## src/rtl/sr_scan_ctrl.sv

```systemverilog
// Round-robin ultrasonic ranger sequencer: trigger, wait for echo, time the echo-high
// width, enforce a quiet gap, then publish the count and a status code per sensor.
module sr_scan_ctrl #(
  parameter int N_SENS   = 3,
  parameter int CNT_W    = 16,
  parameter int TRIG_CYC = 12,
  parameter int START_TO = 5000,
  parameter int MAX_ECHO = 30000,
  parameter int GAP_CYC  = 60000,
  localparam int IDX_W   = (N_SENS > 1) ? $clog2(N_SENS) : 1
) (
  input  logic                      clk_in,
  input  logic                      rst_n,
  input  logic                      enable,
  input  logic [N_SENS-1:0]         echo,
  output logic [N_SENS-1:0]         trig,
  output logic [N_SENS*CNT_W-1:0]   dist_bus,
  output logic                      meas_valid,
  output logic [IDX_W-1:0]          meas_idx,
  output logic [1:0]                meas_status,
  output logic                      busy
);

  typedef enum logic [2:0] {S_IDLE, S_TRIG, S_WAIT_RISE, S_MEASURE, S_GAP} state_t;
  typedef enum logic [1:0] {ST_OK = 2'b00, ST_NO_ECHO = 2'b01, ST_OVER = 2'b10} status_t;

  localparam logic [CNT_W-1:0] TRIG_LAST  = CNT_W'(TRIG_CYC - 1);
  localparam logic [CNT_W-1:0] START_LAST = CNT_W'(START_TO - 1);
  localparam logic [CNT_W-1:0] MAX_CNT    = CNT_W'(MAX_ECHO);
  localparam logic [CNT_W-1:0] GAP_LAST   = CNT_W'(GAP_CYC - 1);
  localparam logic [CNT_W-1:0] CNT_ONE    = CNT_W'(1);
  localparam logic [IDX_W-1:0] LAST_IDX   = IDX_W'(N_SENS - 1);

  state_t             state, state_nx;
  logic [CNT_W-1:0]   cnt, cnt_nx;
  logic [IDX_W-1:0]   idx, idx_nx;
  logic [N_SENS-1:0]  echo_m, echo_s, echo_d;
  logic               sel_s, sel_d;
  logic               pub;
  logic [CNT_W-1:0]   pub_val;
  status_t            pub_stat;

  // NOTE: reset is synchronous here, so it only appears inside the clocked branch
  // and the edge list holds the clock alone.
  always_ff @(posedge clk_in) begin
    if (!rst_n) begin
      echo_m <= '0;
      echo_s <= '0;
      echo_d <= '0;
    end else begin
      echo_m <= echo;
      echo_s <= echo_m;
      echo_d <= echo_s;
    end
  end

  assign sel_s = echo_s[idx];
  assign sel_d = echo_d[idx];

  // NOTE: sequential state uses non-blocking assignments so every register samples
  // the pre-edge values regardless of statement order.
  always_ff @(posedge clk_in) begin
    if (!rst_n) begin
      state       <= S_IDLE;
      cnt         <= '0;
      idx         <= '0;
      dist_bus    <= '0;
      meas_valid  <= 1'b0;
      meas_idx    <= '0;
      meas_status <= ST_OK;
    end else begin
      state      <= state_nx;
      cnt        <= cnt_nx;
      idx        <= idx_nx;
      meas_valid <= pub;
      if (pub) begin
        dist_bus[idx*CNT_W +: CNT_W] <= pub_val;
        meas_idx                     <= idx;
        meas_status                  <= pub_stat;
      end
    end
  end

  // NOTE: every signal driven here gets a default first, so no path can infer a latch.
  always_comb begin
    state_nx = state;
    cnt_nx   = cnt;
    idx_nx   = idx;
    pub      = 1'b0;
    pub_val  = '0;
    pub_stat = ST_OK;
    unique case (state)
      S_IDLE: begin
        if (enable) begin
          state_nx = S_TRIG;
          cnt_nx   = '0;
        end
      end
      S_TRIG: begin
        if (cnt == TRIG_LAST) begin
          state_nx = S_WAIT_RISE;
          cnt_nx   = '0;
        end else begin
          cnt_nx = cnt + CNT_ONE;
        end
      end
      S_WAIT_RISE: begin
        // A level already high on entry is stale; only a true 0->1 edge starts timing.
        if (sel_s && !sel_d) begin
          state_nx = S_MEASURE;
          cnt_nx   = CNT_ONE;
        end else if (cnt == START_LAST) begin
          pub      = 1'b1;
          pub_stat = ST_NO_ECHO;
          state_nx = S_GAP;
          cnt_nx   = '0;
        end else begin
          cnt_nx = cnt + CNT_ONE;
        end
      end
      S_MEASURE: begin
        if (!sel_s) begin
          pub      = 1'b1;
          pub_val  = cnt;
          state_nx = S_GAP;
          cnt_nx   = '0;
        end else if (cnt == MAX_CNT) begin
          pub      = 1'b1;
          pub_val  = MAX_CNT;
          pub_stat = ST_OVER;
          state_nx = S_GAP;
          cnt_nx   = '0;
        end else begin
          cnt_nx = cnt + CNT_ONE;
        end
      end
      S_GAP: begin
        if (cnt == GAP_LAST) begin
          idx_nx   = (idx == LAST_IDX) ? '0 : idx + IDX_W'(1);
          cnt_nx   = '0;
          state_nx = enable ? S_TRIG : S_IDLE;
        end else begin
          cnt_nx = cnt + CNT_ONE;
        end
      end
      default: state_nx = S_IDLE;
    endcase
  end

  always_comb begin
    trig = '0;
    if (state == S_TRIG) trig[idx] = 1'b1;
    busy = (state != S_IDLE);
  end

endmodule

```

## config.mk

```make
export PLATFORM = sky130hd
export DESIGN_NAME = sr_scan_ctrl
export DESIGN_NICKNAME = d
export VERILOG_FILES = /design/src/rtl/sr_scan_ctrl.sv
export SDC_FILE = /design/constraint.sdc
export NUM_CORES = 1
export LEC_CHECK = 0
export BUFFER_PORTS_ARGS = -buffer_cell sky130_fd_sc_hd__buf_2
export CAP_MARGIN = 30
export CELL_PAD_IN_SITES_DETAIL_PLACEMENT = 0
export CELL_PAD_IN_SITES_GLOBAL_PLACEMENT = 1
export CORE_UTILIZATION = 38
export DETAILED_ROUTE_END_ITERATION = 6
export PLACE_DENSITY = 0.84
export SLEW_MARGIN = 20
export SYNTH_ARGS = -nofsm -noshare
export SYNTH_HDL_FRONTEND = slang
export SYNTH_SLANG_ARGS = --single-unit
```

## constraint.sdc

```tcl
create_clock -name clk_in -period 2.6 [get_ports clk_in]
set_clock_uncertainty 0.2 [all_clocks]
set_input_delay 0.13 -clock clk_in [delete_from_list [all_inputs] [get_ports clk_in]]
set_output_delay 0.13 -clock clk_in [all_outputs]
set_load 0.01 [all_outputs]
```

Yosys cells after proc, flatten, opt, wreduce, memory -nomap -nowiden
Index checks and enable logic that the tools add are counted.
W data, S select, Z words.
- bits in registers: 83
- bits of input ports: 6
- word-level logic and storage cells: 79
- $add $sub $neg: 3
- magnitude comparators: 2
- equality and inequality tests: 14
- shifts and indexed selects: 2
- muxes and demuxes: 39
- reductions and logical operators: 9
- operators with widths (operator ; number):
    $mux W16 ; 9
    $pmux W16 S5 ; 1
    $bwmux W48 ; 1
    $shift A16 B34 Y48 const A ; 1
    $shiftx A16 B34 Y48 ; 1
    $neg A6 Y34 ; 1
    $mux W3 ; 8
    $add A16 B1 Y16 const B ; 1
    $eq A16 B13 Y1 const B ; 1
    $eq A16 B15 Y1 const B ; 1
    $eq A16 B16 Y1 const B ; 1
    $eq A16 B4 Y1 const B ; 1
    $mux W15 ; 1
    $pmux W3 S5 ; 1
    $mux W1 ; 10
    $eq A3 B2 Y1 const B ; 2
    $mux W2 ; 3
    $ne A2 B2 Y1 const B ; 3
    $ne A3 B3 Y1 const B ; 2
    $reduce_and A5 Y1 ; 1
    $reduce_bool A5 Y1 ; 1
    $bmux W1 S2 ; 2
    $pmux W2 S2 ; 1
    $reduce_and A2 Y1 ; 2
    12 further kinds ; 13

Logic depth before layout (Yosys ltp)
Gate-level depths: netlist (run 1).
- depth in word-level cells: 6
- mapped depth: 10

Worst setup path before layout (run 1)
Ideal clock, no wire load.
- path kind: reg2reg
- start: register cnt[0]
- end: register cnt[0]
- library setup time: 0.116 ns
- arrival time: 2.107 ns
- slack: 0.177 ns
- cell stages (with the launch flop): 7
- path buffers: 0
- clock period less this slack: 2.423 ns
- path through: dfxtp_1 > ha_1 > or3b_2 > nor4_2 > o21ai_0 > a221o_1 > and3_1
- longest elaborated chain between the ends: 4
- elaborated cells on any way between the ends: 12
- ends and longest elaborated chain (item ; line ; RTL):
    start, declared ; 35 ; logic [CNT_W-1:0] cnt, cnt_nx;
    start signal, assigned ; 73 ; cnt <= cnt_nx;
    $add A16 B1 Y16, or another cell as far along ; n/a ;
    $mux W16, on equally long branches ; 127, 112 ;
    $mux W16, on equally long branches ; 122, 109 ;
    $pmux W16 S5 (*) ; 92 ; unique case (state)
Mark *: on every way between the ends. The rest lies on a longest branch, timed or not.
A chain may end at the register's enable or synchronous reset.

Worst setup path in the final report (run 1)
- start: register cnt[3]
- end: register cnt[0]
- longest elaborated chain between the ends: 4
- elaborated cells on any way between the ends: 11
- ends and longest elaborated chain (item ; line):
    $eq A16 B15 Y1 or $eq A16 B13 Y1 (tied branches) ; 127, 112
    $mux W16, on equally long branches ; 127, 112
    $mux W16, on equally long branches ; 122, 109
    $pmux W16 S5 (*) ; 92
Marked as above.

==> summary.log, run 1 <==
INFO  global_routing grt_most_used_layer=met2
INFO  cts            clock_tree_from_tritoncts=yes
INFO  drt            detail-route-antenna-nets=0
INFO  placement      dp_hpwl=7280um
INFO  sta            layout_min_cycle_time=2.51ns
INFO  power_and_ir_drop combinational_share_of_power=20.1%
INFO  sta            unrepaired_setup_endpoints_after_global_routing=true
INFO  outcome        status=completed
INFO  synth          netlist_top_cells_area=dfxtp_1 (43%), nand3_1 (7.1%), o31ai_1 (5.0%)
INFO  power_and_ir_drop worst_ir_drop_vdd=308uV
INFO  setup_path     cp_data_arrival_time=2.57ns
INFO  sta            report.final.slew_viol_count=0
INFO  final_layout   drive_gt1_share=25.3%
INFO  synth          synth_edf_count=0
INFO  drt            drt_iter0_drc=288
INFO  sta            max_slew.worst_pin.slew=0.759ns
INFO  cts            cts_sinks=83
INFO  setup_path     crit_path_end_kind=flip-flop
INFO  drt            routed_wirelength=10500um
INFO  drt            drt-vias-per-instance=5.54
INFO  synth          yosys_most_used_dff=dfxtp_1
INFO  cts            cts_max_level=3
INFO  synth          syn_nets=472
INFO  synth          synth.yosys.seq_area_share=42.7%
INFO  final_layout   nNetsFinal=551
INFO  synth          synthesis.yosys.warnings=0
INFO  power_and_ir_drop p_leak=1.88nW
INFO  synth          synth_area=3890squm
INFO  die            fp.coreArea=9860squm
INFO  sta            final_period_utilization=96.5%
INFO  global_routing met3_demand_to_capacity_share_in_global_routing=4.14%
INFO  synth          synthesis.area_per_instance=8.49squm
INFO  setup_path     worstSetupStartpointType=flip-flop
INFO  die            die_y=103um
INFO  power_and_ir_drop seq_power_share=47.9%
INFO  final_layout   num-fill-cells=952
INFO  global_routing grtUsageMet2=35.2%
INFO  synth          synth_top_area_cell=dfxtp_1
INFO  drt            vias=3740
INFO  placement      finalWeightedCongestion=0.864
INFO  final_layout   number_of_antenna_diodes=0
INFO  global_routing m1_gr_usage=26.1%
INFO  drt            route.detailed.wl_per_inst=15.5um
INFO  die            pin_count=63
INFO  synth          yosysUniqueCellTypes=61
INFO  global_routing grt_pass1_wl=17100um
INFO  synth          ys_ff_latch=83
INFO  power_and_ir_drop overall_power_of_the_completed_layout=2.77mW
INFO  die            dieWidth=103um
INFO  sta            timing.fmax=399MHz
INFO  power_and_ir_drop internal_power=1.89mW
INFO  setup_path     worstPathRequired=2.66ns
INFO  global_routing grt_start_max_net_pins=85
INFO  die            fp.dieArea=10600squm
INFO  setup_path     critPathKind=reg2reg
INFO  synth          synth_cells=458
INFO  sta            setup_viol=0
INFO  power_and_ir_drop switchingPower=0.880mW
INFO  die            starting_density_of_the_core=39.4%
INFO  sta            fin_tns_setup=0ns
INFO  final_layout   flow.area_growth_from_synthesis=22.3%
INFO  job            drv_cap=0
INFO  power_and_ir_drop pwr-share-clk=31.9%
INFO  cts            cts-root-buf=clkbuf_8
INFO  sta            finalHoldViolations=0
INFO  final_layout   number_of_standard_cells_in_the_layout_taps_in_and_fillers_out=675
INFO  global_routing overflow=0
INFO  power_and_ir_drop power.share.switching=31.8%
INFO  sta            max_slew_margin=49.0%
INFO  global_routing first_global_vias=3444
INFO  drt            drcViolationCount=0
INFO  synth          async_flop_share=0%
INFO  hold_path      hp-class=in2reg
INFO  synth          post-synth-top-area-fraction=42.7%
INFO  placement      place_inst=654
INFO  final_layout   final_area=4760squm
INFO  cts            insertion_delay_to_the_later_sink_of_the_worst_skew_pair=0.37ns
INFO  cts            cts_max_path_buffers=2
INFO  global_routing groute.usage.overall=20.8%
INFO  power_and_ir_drop power.density=582nW/um^2
INFO  placement      detailed_place.area=4470squm
INFO  cts            cts_made_buffers=9
INFO  drt            detailedRoute.firstPassIterationCount=5
INFO  placement      port-buffer-count=62
INFO  global_routing antenna_violations_before_repair=0
INFO  setup_path     worst-path-max-fanout=9
INFO  cts            clock_pin_slew_on_the_worst_setup_and_hold_paths=0.09ns
INFO  die            floorplan.rows=36
## logic make-up after synthesis
group / Yosys count / synth area share, %
buffers and inverters: 43 / 5.60
flip-flops: 83 / 42.7
AO/OA/AOI/OAI: 113 / 19.4
adder cells (fa/ha/maj): 8 / 2.57
multiplexers: 6 / 1.54
AND/OR/NAND/NOR: 205 / 28.1
## flip-flops by register name (all words and copies together) (netlist names)
signal       count
meas_valid       1
echo_s           3
echo_m           3
cnt             16
dist_bus        48
meas_status      2
echo_d           3
meas_idx         2
state            3
idx              2
## routing by layer
metal	up-vias	part of all wire (%)	wire length [um]
met2	123	49	5140
met4	0	1.6	172
met1	1776	44	4600
met3	22	5.2	544
li1	1819	-	-
met5	-	0	0
## path summary, 6_finish.rpt
path	slack (ns)	depth (start not counted)	endpoint	start
setup / recovery	0.09	5	cnt[0]	cnt[3]
hold / removal	0.02	4	state[0]	enable
setup reg to reg	0.09	5	cnt[0]	cnt[3]
hold reg to reg	0.24	1	echo_s[2]	echo_m[2]
## synth_stat cells (10+ instances only)
master    count
nor2_1       23
buf_2        12
o22ai_1      12
nor3_1       12
nand2_1      51
dfxtp_1      83
o31ai_1      26
clkbuf_1     10
o21ai_0      34
nand3_1      55
and2_1       15
## placed cells by master, fill, tap and decap left out, types with 3 or more instances in the layout
master         instances
clkinvlp_4             3
dfxtp_1               81
nor3_1                12
o21ai_0               34
and2_1                15
nand4_1                6
o21a_1                 8
and3_1                 4
nand3_1               55
o22ai_1               12
and4b_1                4
o31ai_1               23
clkbuf_8              10
nor4_1                 4
o21ai_2                3
nor2_1                23
ha_1                   8
nor2b_1                6
buf_4                 34
o31ai_2                4
inv_1                  7
dlygate4sd3_1          4
nor4b_1                4
a21oi_1                8
buf_2                 62
mux2i_1                6
nand2_1               51
## worst max-delay path, stage by stage, from the launching register on
cell and delay, ns:
dfxtp_1 0.40, or4b_2 0.73, nor4_4 0.29, o21ai_0 0.21
a221o_1 0.39, and3_1 0.18
## cell type report
class / count / area [sq um] / area share [%]
Sequential cell: 83 / 1660 / 35.0
Clock buffer: 10 / 138 / 2.89
Timing Repair Buffer: 103 / 652 / 13.7
Clock inverter: 6 / 48.8 / 1.03
Tap cell: 133 / 166 / 3.50
Multi-Input combinational cell: 332 / 2060 / 43.3
Inverter: 8 / 30.0 / 0.631
## power by group through the flow
| stage | clock, mW | sequential, mW | combinational [mW] |
|---|---|---|---|
| 3_5_place_dp | 0 | 1.36 | 0.545 |
| 4_1_cts | 0.904 | 1.33 | 0.551 |
| 6_report | 0.884 | 1.33 | 0.558 |
| 2_1_floorplan | 0 | 1.35 | 0.331 |
| 5_1_grt | 0.960 | 1.33 | 0.610 |
| 3_3_place_gp | 0 | 1.35 | 0.513 |
## repair_timing
action,CTS,global route
pin swaps,0,1
gates resized for setup,3,7
buffers inserted,0,1
hold buffers,4,0
hold endpoints to repair,9,0
setup endpoints to repair,19,43
## stage by stage
stage | util [%] | hold WS, ns | setup slack, ns
after CTS | 47.8 | 0.00609 | -0.00676
after floorplan | - | 0.0573 | 0.177
after detailed placement | 45.3 | 0.142 | -0.0620
after global placement | 45.0 | 0.137 | 0.0147
after global routing | 48.2 | 0.0149 | -0.0192
final | 48.2 | 0.0196 | 0.0915
(Power assumes the default switching activity.)
==> inputs of run 2 (changes only) <==
--- a/config.mk
+++ b/config.mk
@@ -9,9 +9,11 @@
 export CAP_MARGIN = 30
 export CELL_PAD_IN_SITES_DETAIL_PLACEMENT = 0
 export CELL_PAD_IN_SITES_GLOBAL_PLACEMENT = 1
-export CORE_UTILIZATION = 38
+export CORE_UTILIZATION = 36
 export DETAILED_ROUTE_END_ITERATION = 6
-export PLACE_DENSITY = 0.84
+export HOLD_SLACK_MARGIN = 0.12
+export MAX_ROUTING_LAYER = met4
+export PLACE_DENSITY = 0.8
 export SLEW_MARGIN = 20
 export SYNTH_ARGS = -nofsm -noshare
 export SYNTH_HDL_FRONTEND = slang
==> run 2 against run 1 <==
Register-to-register slack is essentially flat. Sequential share of layout area grew 0.21 points. Critical path depth grew 1. Fmax grew 0.52%. Global-route usage shrank 0.89 points. Combinational power is essentially flat. Largest power group unchanged. Hold slack gained 0.23 ns. Critical endpoint unchanged. Clock power grew 5.4%. Final cell count is the same. Non-clock buffer count shrank 3. Via count shrank 2.0%. Worst setup slack gained 0.013 ns.
==> summary.log, run 2 (synthesis results as in run 1) <==
INFO  outcome        status=completed
INFO  die            pin_count=63 [unchanged]
INFO  placement      dp_hpwl=7560um [+3.8%]
INFO  die            starting_density_of_the_core=37.3% [-2.1 points]
INFO  sta            fin_hold_ws=0.245ns [+0.225 ns]
INFO  cts            clock_pin_slew_on_the_worst_setup_and_hold_paths=0.09ns [about the same]
INFO  final_layout   nNetsFinal=548 [-0.54%]
INFO  global_routing overflow=0 [unchanged]
INFO  sta            final_period_utilization=96.0% [-0.50 points]
INFO  setup_path     cp_data_arrival_time=2.55ns [-0.02 ns]
INFO  final_layout   final_cell_mix=dfxtp_1 (82), buf_2 (62), nand3_1 (55), nand2_1 (51), o21ai_0 (34)
INFO  cts            cts_sinks=83 [unchanged]
INFO  final_layout   largest_register_ffs=48 [unchanged]
INFO  global_routing first_global_vias=3494 [+1.5%]
INFO  final_layout   number_of_standard_cells_in_the_layout_taps_in_and_fillers_out=675 [unchanged]
INFO  setup_path     critPathKind=reg2reg
INFO  global_routing groute.usage.overall=19.9% [-0.89 points]
INFO  final_layout   number_of_antenna_diodes=0 [unchanged]
INFO  placement      place_worst_setup_slack=0.0166ns [+0.0786 ns]
INFO  placement      place_inst=654 [unchanged]
INFO  die            dieWidth=106um [+2.7%]
INFO  global_routing grt_pass1_wl=17300um [+1.1%]
INFO  sta            max_slew_margin=53.9% [+4.9 points]
INFO  placement      detailed_place.area=4430squm [-0.87%]
INFO  final_layout   drive_gt1_share=23.9% [-1.3 points]
INFO  cts            cts_made_buffers=9 [unchanged]
INFO  power_and_ir_drop switchingPower=0.861mW [-2.1%]
INFO  setup_path     worstPathRequired=2.66ns [about the same]
INFO  drt            route.detailed.wl_per_inst=15.8um [+2.0%]
INFO  drt            drcViolationCount=0 [unchanged]
INFO  cts            cts-root-buf=clkbuf_8
INFO  power_and_ir_drop internal_power=1.95mW [+3.4%]
INFO  die            floorplan.rows=37 [+2.8%]
INFO  sta            postLayoutSetupSlackWorst=0.105ns [+0.0131 ns]
INFO  cts            insertion_delay_to_the_later_sink_of_the_worst_skew_pair=0.36ns [about the same]
INFO  drt            drt_iter0_drc=184 [-36%]
INFO  sta            layout_min_cycle_time=2.50ns [-0.0131 ns]
INFO  sta            timing.fmax=401MHz [+0.52%]
INFO  sta            unrepaired_setup_endpoints_after_global_routing=false
INFO  hold_path      hp-class=reg2reg
INFO  final_layout   layout.cells.most_common=dfxtp_1
INFO  power_and_ir_drop p_leak=1.86nW [-0.77%]
INFO  die            fp.dieArea=11200squm [+5.4%]
INFO  drt            routed_wirelength=10700um [+2.0%]
INFO  global_routing antenna_violations_before_repair=0 [unchanged]
INFO  sta            max_slew.worst_pin.slew=0.688ns [-0.0702 ns]
INFO  power_and_ir_drop power.density=596nW/um^2 [+2.4%]
INFO  die            die_y=106um [+2.7%]
INFO  placement      port-buffer-count=62 [unchanged]
INFO  drt            detail-route-antenna-nets=0 [unchanged]
INFO  power_and_ir_drop pwr-share-clk=33.1% [+1.2 points]
INFO  cts            cts_max_level=3 [unchanged]
INFO  cts            cts_max_path_buffers=2 [unchanged]
INFO  cts            clock_tree_from_tritoncts=yes
INFO  final_layout   flow.area_growth_from_synthesis=21.5%
INFO  power_and_ir_drop seq_power_share=47.1% [-0.8 points]
INFO  setup_path     worst-path-max-fanout=3 [-6]
INFO  cts            cts.repair_timing.setup_buffer_count=0 [unchanged]
INFO  sta            setup_viol=0 [unchanged]
INFO  placement      finalWeightedCongestion=0.894 [+3.5%]
INFO  final_layout   max_flop_register=dist_bus
INFO  sta            report.final.slew_viol_count=0 [unchanged]
INFO  power_and_ir_drop combinational_share_of_power=19.8% [-0.3 points]
INFO  final_layout   layout_top_registers=dist_bus (48), cnt (16)
INFO  sta            finalHoldViolations=0 [unchanged]
INFO  setup_path     worstSetupStartpointType=flip-flop
INFO  setup_path     crit_path_end_kind=flip-flop
INFO  power_and_ir_drop power.share.switching=30.6% [-1.2 points]
INFO  power_and_ir_drop worst_ir_drop_vdd=256uV [-17%]
INFO  die            fp.coreArea=10400squm [+5.6%]
INFO  drt            vias=3666 [-2.0%]
INFO  drt            drt-vias-per-instance=5.43 [-2.0%]
INFO  sta            fin_tns_setup=0ns [unchanged]
INFO  drt            detailedRoute.firstPassIterationCount=4 [-1]
INFO  global_routing grt_start_max_net_pins=55 [-35%]
INFO  job            drv_cap=0 [unchanged]
INFO  final_layout   final_area=4720squm [-0.68%]
-- run 2: cell types whose count changed in the layout (fill, tap and decap cells not counted), moves of 2 or more --
cell,delta
buf_4,-5
buf_6,+3
clkinv_2,+2
clkinvlp_4,-2
o31ai_1,+2
o31ai_2,-2
-- run 2: cell type report --
class | count | area (sq um)
Sequential cell | 83 | 1660
Multi-Input combinational cell | 332 | 2050
Clock inverter | 6 | 65.1
Inverter | 8 | 30.0
Tap cell | 136 | 170
Fill cell | 1051 | 5690
Timing Repair Buffer | 100 | 623
Clock buffer | 10 | 128
-- run 2: path summary, 6_finish.rpt --
kind                            startpoint         to  slack, ns  cells after the start
worst min-delay path             echo_m[0]  echo_s[0]       0.24                      1
worst max register to register      cnt[0]     cnt[0]       0.10                      6
worst max-delay path                cnt[0]     cnt[0]       0.10                      6
worst min register to register   echo_m[0]  echo_s[0]       0.24                      1
-- run 2: worst max-delay path, stage by stage (launching register included) --
cell	delay [ns]
dfxtp_1	0.37
ha_1	0.18
or3b_2	0.53
nor4_4	0.39
o21ai_0	0.19
a221o_1	0.36
and3_1	0.18
-- run 2: power groups by stage --
stage               registers (mW)  clock network [mW]  logic, mW
finish                        1.33               0.932      0.557
global route                  1.33               0.998      0.612
CTS                           1.33               0.959      0.555
detailed placement            1.36                   0      0.547
global placement              1.36                   0      0.517
floorplan                     1.35                   0      0.331
-- run 2: stage by stage --
step,power (mW),utilization (%)
floorplan,1.68,-
global placement,1.87,42.4
detailed placement,1.90,42.6
CTS,2.84,44.9
global route,2.94,45.4
finish,2.82,45.4
-- run 2: timing repair --
| action | 4_1_cts | 5_1_grt |
|---|---|---|
| gates resized for setup | 1 | 8 |
| cloned | 0 | 0 |
| setup endpoints to repair | 1 | 59 |
| hold buffers | 5 | 0 |
| hold endpoints to repair | 10 | 0 |
| pin swaps | 0 | 1 |
-- run 2: per-layer routing --
| metal | wire length [um] | GRT usage (%) | up-vias |
|---|---|---|---|
| li1 | - | - | 1811 |
| met1 | 4820 | 24.7 | 1759 |
| met2 | 5310 | 33.0 | 82 |
| met3 | 419 | 3.49 | 14 |
| met4 | 115 | 6.15 | 0 |
| met5 | 0 | - | - |
==> inputs of run 3 (changes only) <==
--- a/config.mk
+++ b/config.mk
@@ -14,6 +14,7 @@
 export HOLD_SLACK_MARGIN = 0.12
 export MAX_ROUTING_LAYER = met4
 export PLACE_DENSITY = 0.8
+export REMOVE_ABC_BUFFERS = 1
 export SLEW_MARGIN = 20
 export SYNTH_ARGS = -nofsm -noshare
 export SYNTH_HDL_FRONTEND = slang
==> run 3 against run 2 <==
Total power shrank 2.0%. Fmax grew 1.1%. Critical path depth shrank 1. Global-route usage shrank 0.35 points. Die area is the same. Register-to-register slack gained 0.03 ns. Critical path type unchanged. Critical endpoint unchanged.
==> summary.log, run 3 (synthesis results as in run 1) <==
INFO  global_routing first_global_vias=3360 [-3.8%]
INFO  die            starting_density_of_the_core=37.3% [unchanged]
INFO  power_and_ir_drop pwr-share-clk=31.8% [-1.3 points]
INFO  power_and_ir_drop switchingPower=0.893mW [+3.7%]
INFO  cts            clock_tree_from_tritoncts=yes
INFO  global_routing antenna_violations_before_repair=0 [unchanged]
INFO  outcome        status=completed
INFO  placement      dp_hpwl=7480um [-1.1%]
INFO  die            die_y=106um [unchanged]
INFO  hold_path      hold_depth=1 [unchanged]
INFO  setup_path     ff2ff_path_depth=5 [-1]
INFO  cts            clock_pin_slew_on_the_worst_setup_and_hold_paths=0.10ns [about the same]
INFO  drt            detailedRoute.firstPassIterationCount=6 [+2]
INFO  power_and_ir_drop power.share.switching=32.4% [+1.8 points]
INFO  final_layout   largest_register_ffs=48 [unchanged]
INFO  final_layout   max_flop_register=dist_bus
INFO  setup_path     critPathKind=reg2reg
INFO  sta            max_slew.worst_pin.slew=0.616ns [-0.0721 ns]
INFO  sta            max_slew_margin=58.5% [+4.6 points]
INFO  placement      finalWeightedCongestion=0.868 [-2.9%]
INFO  power_and_ir_drop seq_power_share=48.1% [+1.0 points]
INFO  global_routing grt_pass1_wl=16800um [-3.0%]
INFO  power_and_ir_drop worst_ir_drop_vdd=325uV [+27%]
INFO  die            pin_count=63 [unchanged]
INFO  power_and_ir_drop overall_power_of_the_completed_layout=2.76mW [-2.0%]
INFO  cts            cts-root-buf=clkbuf_8
INFO  final_layout   final_cell_mix=dfxtp_1 (81), buf_2 (62), nand3_1 (55), nand2_1 (51), o21ai_0 (34)
INFO  placement      place_worst_setup_slack=-0.0686ns [-0.0852 ns]
INFO  die            fp.dieArea=11200squm [unchanged]
INFO  drt            drt-vias-per-instance=5.36 [-1.4%]
INFO  final_layout   layout.cells.most_common=dfxtp_1
INFO  drt            detail-route-antenna-nets=0 [unchanged]
INFO  sta            final_period_utilization=94.9% [-1.0 points]
INFO  job            drv_cap=0 [unchanged]
INFO  final_layout   layout_top_registers=dist_bus (48), cnt (16)
INFO  setup_path     worstPathRequired=2.66ns [about the same]
INFO  cts            cts_sinks=83 [unchanged]
INFO  power_and_ir_drop power.density=577nW/um^2 [-3.2%]
INFO  die            fp.coreArea=10400squm [unchanged]
INFO  drt            vias=3642 [-0.65%]
INFO  die            dieWidth=106um [unchanged]
INFO  drt            route.detailed.wl_per_inst=15.3um [-3.3%]
INFO  cts            cts_max_path_buffers=2 [unchanged]
INFO  sta            timing.fmax=405MHz [+1.1%]
INFO  setup_path     crit_path_end_kind=flip-flop
INFO  sta            layout_min_cycle_time=2.47ns [-0.0269 ns]
INFO  global_routing groute.usage.overall=19.6% [-0.35 points]
INFO  global_routing grt_start_max_net_pins=40 [-27%]
INFO  drt            routed_wirelength=10400um [-2.6%]
INFO  sta            postLayoutSetupSlackWorst=0.131ns [+0.0269 ns]
INFO  global_routing overflow=0 [unchanged]
INFO  die            floorplan.rows=37 [unchanged]
INFO  sta            report.final.slew_viol_count=0 [unchanged]
INFO  final_layout   nNetsFinal=553 [+0.91%]
INFO  cts            insertion_delay_to_the_later_sink_of_the_worst_skew_pair=0.37ns [about the same]
INFO  cts            cts_made_buffers=9 [unchanged]
INFO  power_and_ir_drop p_leak=1.88nW [+0.99%]
INFO  drt            drcViolationCount=0 [unchanged]
INFO  final_layout   flow.area_growth_from_synthesis=23.0%
INFO  drt            drt_iter0_drc=211 [+15%]
INFO  final_layout   number_of_antenna_diodes=0 [unchanged]
INFO  final_layout   drive_gt1_share=24.6% [+0.70 points]
INFO  power_and_ir_drop combinational_share_of_power=20.1% [+0.3 points]
INFO  sta            setup_viol=0 [unchanged]
INFO  setup_path     worstSetupStartpointType=flip-flop
INFO  setup_path     worst-path-max-fanout=9 [+6]
INFO  setup_path     r2r_setup_slack=0.13ns [+0.03 ns]
INFO  cts            cts_max_level=3 [unchanged]
INFO  setup_path     cp_data_arrival_time=2.53ns [-0.02 ns]
INFO  hold_path      hp-class=reg2reg
INFO  placement      port-buffer-count=62 [unchanged]
INFO  sta            finalHoldViolations=0 [unchanged]
INFO  power_and_ir_drop internal_power=1.87mW [-4.6%]
run 3: cell count changes in the layout (fill, tap and decap cells not counted), moves of 2 or more:
cell / delta
o21ai_4: +2
o21ai_2: -2
dlygate4sd3_1: +3
buf_6: -2
run 3: cell type report:
cell class	count	area [sq um]
clock inverter	6	48.8
fill	1065	5630
inverter	8	30.0
sequential	83	1660
clock buffer	10	128
timing repair buffer	105	681
tap	136	170
multi-input combinational	332	2060
run 3: critical path, stage by stage, from the launching register on:
cell and delay (ns):
dfxtp_1 0.41, or4b_2 0.71, nor4_2 0.32, o21ai_0 0.18, a221o_1 0.36, and3_1 0.18
run 3: final timing paths:
path | from | end
worst min register to register | echo_m[0] | echo_s[0]
worst max register to register | cnt[3] | cnt[0]
worst max-delay path | cnt[3] | cnt[0]
worst min-delay path | echo_m[0] | echo_s[0]
run 3: power groups by stage:
stage                     Sequential (mW)  Clock, mW  Combinational (mW)
after detailed placement             1.36          0               0.523
after floorplan                      1.35          0               0.288
final                                1.33      0.877               0.554
after CTS                            1.33      0.906               0.535
after global routing                 1.33      0.956               0.600
after global placement               1.36          0               0.515
run 3: layer usage:
layer  global-route usage (%)  up-vias  routed length (um)
met1                     25.7     1692                5130
met2                     30.4       99                4630
met3                     3.19       18                 424
met4                     7.14        0                 193
li1                         -     1833                   -
met5                        -        -                   0
run 3: through the flow:
| step | utilization [%] | TNS, ns | instances | area [sq um] | hold slack (ns) |
|---|---|---|---|---|---|
| after global placement | 42.6 | 0 | 653 | 4430 | 0.136 |
| after floorplan | - | 0 | 423 | 3700 | 0.0477 |
| after CTS | 45.4 | 0 | 679 | 4720 | 0.243 |
| final | 45.9 | 0 | 680 | 4780 | 0.244 |
| after detailed placement | 42.8 | -1.10 | 655 | 4460 | 0.141 |
| after global routing | 45.9 | -0.0717 | 680 | 4780 | 0.255 |
run 3: what timing repair did:
item                                    CTS  global route
endpoints found under the setup margin   34            37
resized for setup                         2             9
pin swaps                                 1             2
hold endpoints to repair                 38             0
setup buffers                             0             0
hold buffers                              8             0
